<file path="src/rtl/fetch_unit_if.sv">
// Instruction-memory port of the fetch stage: one outstanding req/gnt, data returned on rvalid.
interface fetch_unit_if;
  logic        req;
  logic [31:0] addr;
  logic        gnt;
  logic        rvalid;
  logic [31:0] rdata;

  modport master (output req, addr, input gnt, rvalid, rdata);
  modport slave  (input req, addr, output gnt, rvalid, rdata);
endinterface

</file>
<file path="src/rtl/fetch_unit.sv">
// F-stage sequencer: owns the PC, fetches one word per PC over a variable-latency memory
// handshake and holds the result for the D stage until the hazard unit releases it.
module fetch_unit #(
  parameter logic [31:0] IM_BASE  = 32'h0000_3000,
  parameter logic [31:0] IM_LIMIT = 32'h0000_6FFF,
  parameter int          TIMEOUT  = 16
) (
  input  logic         clk,
  input  logic         reset,
  input  logic [31:0]  nPC,
  input  logic         block,
  output logic [31:0]  PC,
  output logic [31:0]  Instr,
  output logic         instr_valid,
  output logic         fetch_err,
  fetch_unit_if.master imem
);

  localparam int CNT_W = (TIMEOUT > 0) ? $clog2(TIMEOUT + 1) : 1;
  localparam logic [CNT_W-1:0] CNT_MAX = {CNT_W{1'b1}};
  localparam logic [CNT_W-1:0] TO_LAST = CNT_W'((TIMEOUT > 0) ? TIMEOUT - 1 : 0);

  typedef enum logic [1:0] {S_REQ, S_WAIT, S_HOLD} state_t;

  state_t           state;
  logic [CNT_W-1:0] wait_cnt;
  logic             addr_err;

  // Wait counter saturates so a disabled or very long timeout never wraps back to a match.
  function automatic logic [CNT_W-1:0] sat_inc(input logic [CNT_W-1:0] v);
    return (v == CNT_MAX) ? v : v + 1'b1;
  endfunction

  assign addr_err = (PC[1:0] != 2'b00) || (PC < IM_BASE) || (PC > (IM_LIMIT - 32'd3));

  // Request is squashed for illegal addresses and while reset is held.
  assign imem.req  = reset && (state == S_REQ) && !addr_err;
  assign imem.addr = {PC[31:2], 2'b00};

  always_ff @(posedge clk or negedge reset) begin
    if (!reset) begin
      state       <= S_REQ;
      PC          <= IM_BASE;
      Instr       <= '0;
      instr_valid <= 1'b0;
      fetch_err   <= 1'b0;
      wait_cnt    <= '0;
    end else begin
      case (state)
        S_REQ: begin
          if (addr_err) begin
            Instr       <= '0;
            fetch_err   <= 1'b1;
            instr_valid <= 1'b1;
            state       <= S_HOLD;
          end else if (imem.gnt) begin
            if (imem.rvalid) begin
              Instr       <= imem.rdata;
              fetch_err   <= 1'b0;
              instr_valid <= 1'b1;
              state       <= S_HOLD;
            end else begin
              wait_cnt <= '0;
              state    <= S_WAIT;
            end
          end
        end
        S_WAIT: begin
          wait_cnt <= sat_inc(wait_cnt);
          // Data arriving on the last allowed cycle wins over the timeout.
          if (imem.rvalid) begin
            Instr       <= imem.rdata;
            fetch_err   <= 1'b0;
            instr_valid <= 1'b1;
            state       <= S_HOLD;
          end else if ((TIMEOUT != 0) && (wait_cnt == TO_LAST)) begin
            Instr       <= '0;
            fetch_err   <= 1'b1;
            instr_valid <= 1'b1;
            state       <= S_HOLD;
          end
        end
        S_HOLD: begin
          if (!block) begin
            PC          <= nPC;
            instr_valid <= 1'b0;
            fetch_err   <= 1'b0;
            state       <= S_REQ;
          end
        end
        default: state <= S_REQ;
      endcase
    end
  end

endmodule

</file>
<file path="src/flat_wrapper.sv">
// flat-port wrapper written by rule: the top's interface ports become plain ports
module fetch_unit_flat 
#(
  parameter logic [31:0] IM_BASE  = 32'h0000_3000,
  parameter logic [31:0] IM_LIMIT = 32'h0000_6FFF,
  parameter int          TIMEOUT  = 16
)
  (clk, reset, nPC, block, PC, Instr, instr_valid, fetch_err, imem_req, imem_addr, imem_gnt, imem_rvalid, imem_rdata);
  fetch_unit_if imem_i ();
  input  logic clk;
  input  logic reset;
  input  logic [31:0] nPC;
  input  logic block;
  output logic [31:0] PC;
  output logic [31:0] Instr;
  output logic instr_valid;
  output logic fetch_err;
  output wire logic [$bits(imem_i.req)-1:0] imem_req;
  output wire logic [$bits(imem_i.addr)-1:0] imem_addr;
  input wire logic [$bits(imem_i.gnt)-1:0] imem_gnt;
  input wire logic [$bits(imem_i.rvalid)-1:0] imem_rvalid;
  input wire logic [$bits(imem_i.rdata)-1:0] imem_rdata;
  assign imem_req = imem_i.req;
  assign imem_addr = imem_i.addr;
  assign imem_i.gnt = imem_gnt;
  assign imem_i.rvalid = imem_rvalid;
  assign imem_i.rdata = imem_rdata;
  fetch_unit #(.IM_BASE(IM_BASE), .IM_LIMIT(IM_LIMIT), .TIMEOUT(TIMEOUT)) u_core (.clk(clk), .reset(reset), .nPC(nPC), .block(block), .PC(PC), .Instr(Instr), .instr_valid(instr_valid), .fetch_err(fetch_err), .imem(imem_i));
endmodule
</file>
<file path="config.mk">
export PLATFORM = sky130hd
export DESIGN_NAME = fetch_unit_flat
export DESIGN_NICKNAME = d
export VERILOG_FILES = /design/src/rtl/fetch_unit_if.sv /design/src/rtl/fetch_unit.sv /design/src/flat_wrapper.sv
export SDC_FILE = /design/constraint.sdc
export NUM_CORES = 1
export LEC_CHECK = 0
export CAP_MARGIN = 5
export CORE_UTILIZATION = 45
export CTS_BUF_LIST = sky130_fd_sc_hd__clkbuf_4 sky130_fd_sc_hd__clkbuf_8
export DETAILED_ROUTE_END_ITERATION = 16
export PLACE_DENSITY = 0.86
export REMOVE_ABC_BUFFERS = 1
export SLEW_MARGIN = 20
export SYNTH_ARGS = -nofsm -noshare
export SYNTH_HDL_FRONTEND = slang
export SYNTH_SLANG_ARGS = --single-unit
export TNS_END_PERCENT = 50
</file>
<file path="constraint.sdc">
create_clock -name clk -period 6.4 [get_ports clk]
set_clock_uncertainty 0.15 [all_clocks]
set_input_delay 0.64 -clock clk [delete_from_list [all_inputs] [get_ports clk]]
set_output_delay 0.64 -clock clk [all_outputs]
set_load 0.01 [all_outputs]
</file>
* Word level (Yosys, flattened, before mapping) *
Index checks and enable logic that the tools add are counted.

word-level totals
  word-level logic and storage cells = 66
  memories kept = 0
  register bits = 73
  latch bits = 0
  bits in read-only memories = 0
  RAM bits = 0

cells by class
  divide/modulo/power cells = 0
  add/sub/neg operators = 1
  $lt $le $gt $ge = 2
  multiplexer cells = 30
  reductions and logical operators = 14
  equality and inequality tests = 12
  multipliers = 0
  bitwise logic cells = 1
  shift-type cells = 0

operator list
  cell                                                                                count
  32-bit 2-to-1 mux                                                                   5
  32-bit case mux with 2 select lines                                                 1
  32-bit by 15-bit greater-than comparator with 1-bit output (second input constant)  1
  32-bit by 14-bit < comparator with 1-bit output (second input constant)             1
  5-bit 2-to-1 mux                                                                    4
  2-bit 2-to-1 mux                                                                    6
  1-bit 2-to-1 mux                                                                    10
  2-bit inequality test (second input constant)                                       5
  5-bit case mux with 2 select lines                                                  1
  5-bit AND reduction                                                                 2
  3-bit by 2-bit inequality test with 1-bit output (second input constant)            3
  1-bit case mux with 3 select lines                                                  2
  2-bit case mux with 3 select lines                                                  1
  5-bit by 1-bit adder with 5-bit output (second input constant)                      1
  5-bit by 4-bit equality test with 1-bit output (second input constant)              1
  5-bit equality test (second input constant)                                         1
  4-bit AND reduction                                                                 1
  2-bit nonzero test                                                                  2
  3-bit AND reduction                                                                 1
  3-bit nonzero test                                                                  1
  2-bit by 1-bit equality test with 1-bit output (second input constant)              1
  2-bit equality test (second input constant)                                         1
  1-bit logical AND                                                                   2
  2-bit logical NOT                                                                   1
  4 further kinds                                                                     5

* Logic depth before layout (Yosys ltp) *
Gate-level depths: netlist (run 1).

  depth in word-level cells = 5
  depth in mapped cells = 9
  depth with buffers taken out = 8

* Least setup slack after synthesis (run 1) *
Ideal clock, no wire load.

  path type = register -> register
  start point = register u_core.state[0]
  end point = register u_core.Instr[0]
  arrival = 1.944 ns
  path buffers = 3
  data required time = 6.126 ns
  cell stages (with the launch flop) = 10
  setup slack = 4.182 ns
  library setup time = 0.124 ns
  cell sequence = dfrtp_1 > inv_1 > ha_1 > clkbuf_1 > inv_1 > o32a_1 > o221a_1 > buf_6 > buf_6 > mux2i_1

between the ends
  cells in the longest elaborated chain, start to end = 3

ends and longest elaborated chain
  element                                                                                                         RTL line          text
  start, declared                                                                                                 fetch_unit.sv:25  state_t state;
  start signal, assigned                                                                                          fetch_unit.sv:42  state <= S_REQ;
  start signal, assigned                                                                                          fetch_unit.sv:55  state <= S_HOLD;
  start signal, assigned                                                                                          fetch_unit.sv:61  state <= S_HOLD;
  2-bit by 1-bit equality test with 1-bit output / 2-bit logical NOT (equally long branches)                      fetch_unit.sv:49  case (state)
  3-bit by 2-bit inequality test with 1-bit output (no source line) / 2-bit nonzero test (equally long branches)  -
  4-bit AND reduction (no source line)                                                                            -
  end signal, assigned                                                                                            fetch_unit.sv:58  Instr <= imem.rdata;
  end signal, assigned                                                                                            fetch_unit.sv:72  Instr <= imem.rdata;
  end, declared                                                                                                   fetch_unit.sv:13  output logic [31:0] Instr,

Several ways; a longest one is shown, not always the timed one.
A chain may end at the register's enable or synchronous reset.

* Final worst setup path (run 1) *
  start point = register u_core.PC[27]
  end point = output imem_req

between the ends
  cells in the longest elaborated chain, start to end = 5

ends and longest elaborated chain
  element                                          RTL line            text
  start, declared                                  fetch_unit.sv:12    output logic [31:0] PC,
  start signal, assigned                           fetch_unit.sv:85    PC <= nPC;
  32-bit by 14-bit < comparator with 1-bit output  fetch_unit.sv:34    assign addr_err = (PC[1:0] != 2'b00) || (PC < IM_BASE) || (PC > (IM_LIMIT - 32'd3));
  1-bit logical OR                                 fetch_unit.sv:34
  1-bit logical OR (*)                             fetch_unit.sv:34
  1-bit logical NOT (*)                            fetch_unit.sv:37    assign imem.req = reset && (state == S_REQ) && !addr_err;
  1-bit logical AND (*)                            fetch_unit.sv:37
  end, declared                                    flat_wrapper.sv:18  output wire logic [$bits(imem_i.req)-1:0] imem_req;

Every way passes the cells marked *; elsewhere a longest branch is shown, timed or not.

==> out/results.ini, run 1 <==
[run_status]
status=complete, no violations

[clock_network]
cts_tree=built
postCtsSetupBuffers=0
clk_latency_ns=0.34
cts_max_path_buffers=2
cts_resized=0
htreeDepth=3
root_buffer=clkbuf_8
clock_sinks=73
postCtsHoldBufs=0
clk_pin_slew_ns=0.08
cts_buffers=9

[timing]
setup_viol=0
rsz0062_at_grt=false
finalSetupTns_ns=0
layout_min_cycle_time_ns=3.02
period_share_pct=47.2
slew_headroom_pct=27.9
finalHoldViolations=0
worst_pin_slew_ns=1.08
maxSlewViolCount=0
whs_ns=0.272
fmax_mhz=331

[synth]
synth_adder_area_share_pct=2.38
yosys_warnings=0
seq_area_frac_synth_pct=49.7
synth.area.top_cells=dfrtp_1 48%, mux2i_1 9.2%, buf_4 6.5%
synth_top_area_cell=dfrtp_1
synth_seq_cells=73
synthTopCellsByCount=71 x dfrtp_1, 45 x nand2_1, 38 x inv_1, 34 x mux2i_1, 32 x buf_4
synthMuxAreaShare_pct=19.3
syn-cell-area_um2=3680
synth_flop_cell=dfrtp_1
syn_inst=333
synthSimpleGateAreaFrac_pct=10.1
async_flop_share_pct=100
yosysMostFrequentCell=dfrtp_1
synth.distinct_cells=44
synth_top_family_by_area=multiplexers
synth-compound-area-share_pct=5.81
synth-xor-area-share_pct=0
synth-edff-count=0
synth_top_cell_area_share_pct=48.2
avgSynthCellArea_um2=11.1

[drt]
topRoutingLayerUsed=met4
ant_nets=0
m1WireLength_um=3550
drc=0
wl_per_cell_um=15.6
dr_wl_met2_um=4720
viasPerCell=5.05
drt_iter0_markers=108
drt-total-wl_um=8950
firstDrtPassIters=4
vias=2902
wl_met3_um=471

[placed_design]
dp_hpwl_um=6590
io_buffers=165
dp_cells=559
routabilityCongestion=0.778

[worst_setup_path]
cp_max_fo=5
r2r_slack_ns=3.63
endpoint=imem_req
critPathLaunch=u_core.PC[27]
arrival_ns=2.23
worst_ep_required_time_ns=5.61
worst_setup_path_end_kind=output pin
critical_path_class=flip-flop to output pin
startpoint_type=flip-flop
reg2reg_from=u_core.state[1]
r2r_cells=6
worstReg2RegEnd=u_core.Instr[1]

[grt]
grt_pass1_wl_um=14700
gr-total-overflow=0
antenna_found_initial=0
grt_max_degree=75
grt_pass1_vias=2996
grt_usage_pct=22.0

[hold_path]
hold_path.class=input pin to asynchronous set/reset pin

[final_layout]
regArea_um2=1830
multi_input_area_um2=1410
syn_to_final_growth_pct=47.8
fin_nets=544
layout-drive-gt1-share_pct=10.6
fillers=555
n_antenna_cell=0
fin_cells=575

[pwr]
power.total_w=0.00210
ir_drop_mv=0.300
leakage_nw=2.28
power_density_nw_per_um2=386

[floorplanning]
die-area_um2=8550
rows=32
die_w_um=92.5
core_region_area_um2=7810
num_io_pins=168
fp.dieH_um=92.5
initial_core_util_pct=47.2

[flow_run]
drv_cap=0

==> critical path, stage by stage, from the launching register on <==
cell and delay [ns]:
dfrtp_1 0.42, nor4_2 0.34, nand3_1 0.31, nor3_1 0.26, clkdlybuf4s50_1 0.56
==> layout make-up <==
class	count	share of cell area, %
tap	102	2.34
clock buffer	12	2.80
timing repair buffer	168	30.9
clock inverter	4	1.82
multi-input combinational	177	25.9
sequential	73	33.6
inverter	39	2.69
==> sequential cells by signal (all words and copies together) (netlist names) <==
name,flops
u_core.Instr,32
u_core.state,2
u_core.instr_valid,1
u_core.fetch_err,1
u_core.PC,32
u_core.wait_cnt,5
==> logic make-up after synthesis <==
logic type               after synthesis
adder cells (fa/ha/maj)                7
flip-flops                            73
AO/OA/AOI/OAI                         29
AND/OR/NAND/NOR                       72
other                                  1
buffers and inverters                 84
multiplexers                          67
==> layer usage <==
layer  GRT usage [%]  up-vias
met1            26.3     1453
met5               0        -
met4            8.98        0
met2            38.1       86
met3            5.09       17
li1                -     1346
==> per-stage QoR <==
stage               util [%]  setup WS, ns  cell area (µm²)
floorplan                  -          3.10             3370
global placement        66.2          3.34             5170
detailed placement      66.5          3.31             5190
CTS                     69.7          3.30             5440
global route            69.7          3.14             5440
finish                  69.7          3.38             5440
==> placed cells by master (no fill, tap or decap), types with 2 or more instances in the layout <==
cell	instances
clkdlybuf4s50_1	164
nor3_1	2
inv_1	38
nor4_4	2
and3_1	2
buf_6	2
ha_1	7
o211ai_1	5
clkbuf_8	10
bufinv_16	3
dfstp_2	2
mux2_1	13
buf_4	2
nor4_2	2
o21ai_0	3
mux2_2	20
nand3_1	2
a31oi_1	3
nor2_1	5
dfrtp_1	71
nand2b_1	3
nand3b_1	2
clkbuf_4	2
conb_1	2
mux2i_1	34
a21oi_1	3
nand2_1	45
or3_1	3
==> where the power goes <==
group | total (W) | switching (W) | internal [W]
combinational | 0.000922 | 0.000362 | 0.000559
sequential | 0.000732 | 0.000143 | 0.000589
clock | 0.000448 | 0.000168 | 0.000280
total | 0.00210 | 0.000673 | 0.00143
==> worst min-delay path by stage <==
| stage | startpoint | end | cells after the start |
|---|---|---|---|
| floorplan | reset | u_core.Instr[0] | 0 |
| global placement | u_core.fetch_err | u_core.fetch_err | 1 |
| detailed placement | u_core.fetch_err | u_core.fetch_err | 1 |
| CTS | reset | u_core.PC[30] | 1 |
| global route | reset | u_core.PC[30] | 1 |
| finish | reset | u_core.PC[30] | 1 |
No activity file was read; power rests on OpenSTA's default activity.
==> run 2, diff against run 1 <==
--- a/config.mk
+++ b/config.mk
@@ -6,10 +6,10 @@
 export NUM_CORES = 1
 export LEC_CHECK = 0
 export CAP_MARGIN = 5
-export CORE_UTILIZATION = 45
+export CORE_UTILIZATION = 43
 export CTS_BUF_LIST = sky130_fd_sc_hd__clkbuf_4 sky130_fd_sc_hd__clkbuf_8
 export DETAILED_ROUTE_END_ITERATION = 16
-export PLACE_DENSITY = 0.86
+export PLACE_DENSITY = 0.83
 export REMOVE_ABC_BUFFERS = 1
 export SLEW_MARGIN = 20
 export SYNTH_ARGS = -nofsm -noshare
==> constraint.sdc (replaced) <==
create_clock -name clk -period 2.96 [get_ports clk]
set_clock_uncertainty 0.15 [all_clocks]
set_input_delay 0.296 -clock clk [delete_from_list [all_inputs] [get_ports clk]]
set_output_delay 0.296 -clock clk [all_outputs]
set_load 0.01 [all_outputs]
==> out/results.ini, run 2 (same netlist as run 1, synthesis figures left out) <==
[final_layout]
n_antenna_cell=0  ; unchanged
layout-drive-gt1-share_pct=10.9  ; +0.38 points
fillers=655  ; +18%
final_cell_mix=164 x clkdlybuf4s50_1, 71 x dfrtp_1, 45 x nand2_1
fin_nets=546  ; +0.37%
syn_to_final_growth_pct=47.0
layout.cells.most_common=clkdlybuf4s50_1
final_area_um2=5420  ; -0.51%
largestRegisters=u_core.Instr (32), u_core.PC (32), u_core.wait_cnt (5)
fin_cells=580  ; +0.87%

[worst_setup_path]
path_cells=nor4_2 > nand3_1 > nor3_1 > clkdlybuf4s50_1
startpoint_type=flip-flop
critPathLaunch=u_core.PC[19]
crit_slowest_cell=clkdlybuf4s50_1
critical_path_class=flip-flop to output pin
r2r_slack_ns=0.53  ; -3.10 ns
worstReg2RegEnd=u_core.Instr[5]
worst_ep_required_time_ns=2.51  ; -3.10 ns
worst_setup_path_end_kind=output pin
cp_max_fo=5  ; unchanged
arrival_ns=2.31  ; +0.08 ns
max_stage_delay_ns=0.59  ; +0.03 ns
r2r_cells=6  ; unchanged
reg2reg_from=u_core.PC[19]

[grt]
grt_usage_pct=20.7  ; -1.3 points
gr-total-overflow=0  ; unchanged
antenna_found_initial=0  ; unchanged
grt_max_degree=74  ; -1.3%
grt_pass1_wl_um=14200  ; -3.3%
grt_pass1_vias=2896  ; -3.3%

[placed_design]
dp_cells=564  ; +0.89%
routabilityCongestion=0.790  ; +1.6%
io_buffers=165  ; unchanged
dp_hpwl_um=6530  ; -0.88%
placed_cell_area_um2=5220  ; +0.46%

[floorplanning]
initial_core_util_pct=44.6  ; -2.6 points
die_w_um=94.6  ; +2.2%
die-area_um2=8940  ; +4.5%
rows=33  ; +3.1%
core_region_area_um2=8260  ; +5.8%
fp.dieH_um=94.6  ; +2.2%
num_io_pins=168  ; unchanged

[drt]
viasPerCell=4.94  ; -2.2%
ant_nets=0  ; unchanged
firstDrtPassIters=4  ; unchanged
drt_iter0_markers=130  ; +20%
drt-total-wl_um=8950  ; about the same
wl_per_cell_um=15.4  ; -0.82%
vias=2864  ; -1.3%
drc=0  ; unchanged

[pwr]
leakage_nw=2.26  ; -0.72%
power.total_w=0.00438  ; +110%
power_density_nw_per_um2=809  ; +110%
ir_drop_mv=0.645  ; +120%

[clock_network]
cts_buffers=9  ; unchanged
clk_latency_ns=0.34  ; about the same
cts_max_path_buffers=2  ; unchanged
root_buffer=clkbuf_8
cts_tree=built
htreeDepth=3  ; unchanged
cts_resized=0  ; unchanged
clock_sinks=73  ; unchanged
postCtsSetupBuffers=0  ; unchanged
postCtsHoldBufs=0  ; unchanged
clk_pin_slew_ns=0.08  ; about the same

[timing]
slew_headroom_pct=39.4  ; +12 points
fmax_mhz=363
finalHoldViolations=0  ; unchanged
worst_pin_slew_ns=0.909  ; -0.173 ns
maxSlewViolCount=0  ; unchanged
layout_min_cycle_time_ns=2.76
setup_viol=0  ; unchanged
period_share_pct=93.1
finalSetupTns_ns=0  ; unchanged
rsz0062_at_grt=false

[flow_run]
drv_cap=0  ; unchanged

[hold_path]
hold_path.class=input pin to asynchronous set/reset pin

[run_status]
status=complete, no violations

-- run 2: worst max-delay path by stage --
stage / end / cells past startpoint / slack [ns]
floorplan: u_core.Instr[0] / 5 / -0.34
CTS: imem_req / 4 / 0.17
finish: imem_req / 4 / 0.20
global placement: u_core.Instr[10] / 6 / 0.63
detailed placement: u_core.Instr[5] / 6 / 0.52
global route: imem_req / 4 / 0.13
-- run 2: critical path: cells and delay by family (launching register included) --
family        cells  cell delay, ns
simple gates      3            0.97
buf+inv           1            0.59
flops             1            0.42
-- run 2: through the flow --
stage          hold WS [ns]  utilization (%)  worst slack (ns)
6_report             0.0230             65.6             0.204
5_1_grt              0.0836             65.6             0.125
4_1_cts              0.0699             65.6             0.170
3_5_place_dp          0.338             63.2             0.521
3_3_place_gp          0.335             63.2             0.633
2_1_floorplan        -0.150                -            -0.344
-- run 2: per-layer routing --
layer | part of all wire, % | routed length, µm | GRT usage (%) | vias to the layer above
li1 | - | - | - | 1352
met2 | 54 | 4800 | 36.7 | 91
met3 | 4.8 | 426 | 3.95 | 9
met5 | 0 | 0 | 0 | -
met1 | 40 | 3630 | 25.3 | 1412
met4 | 1.1 | 97 | 6.57 | 0
-- run 2: area by class of cell --
type,instances,area (µm²),area share [%]
inverter,39,146,2.70
timing repair buffer,170,1700,31.4
sequential,73,1830,33.8
clock buffer,11,145,2.68
clock inverter,5,55.1,1.02
multi-input combinational,177,1410,26.0
tap,105,131,2.43
-- run 2: power breakdown --
group	internal (W)	switching, W	total, W
Combinational	0.00122	0.000793	0.00202
Sequential	0.00127	0.000310	0.00158
Clock	0.000419	0.000364	0.000783
Total	0.00292	0.00147	0.00438
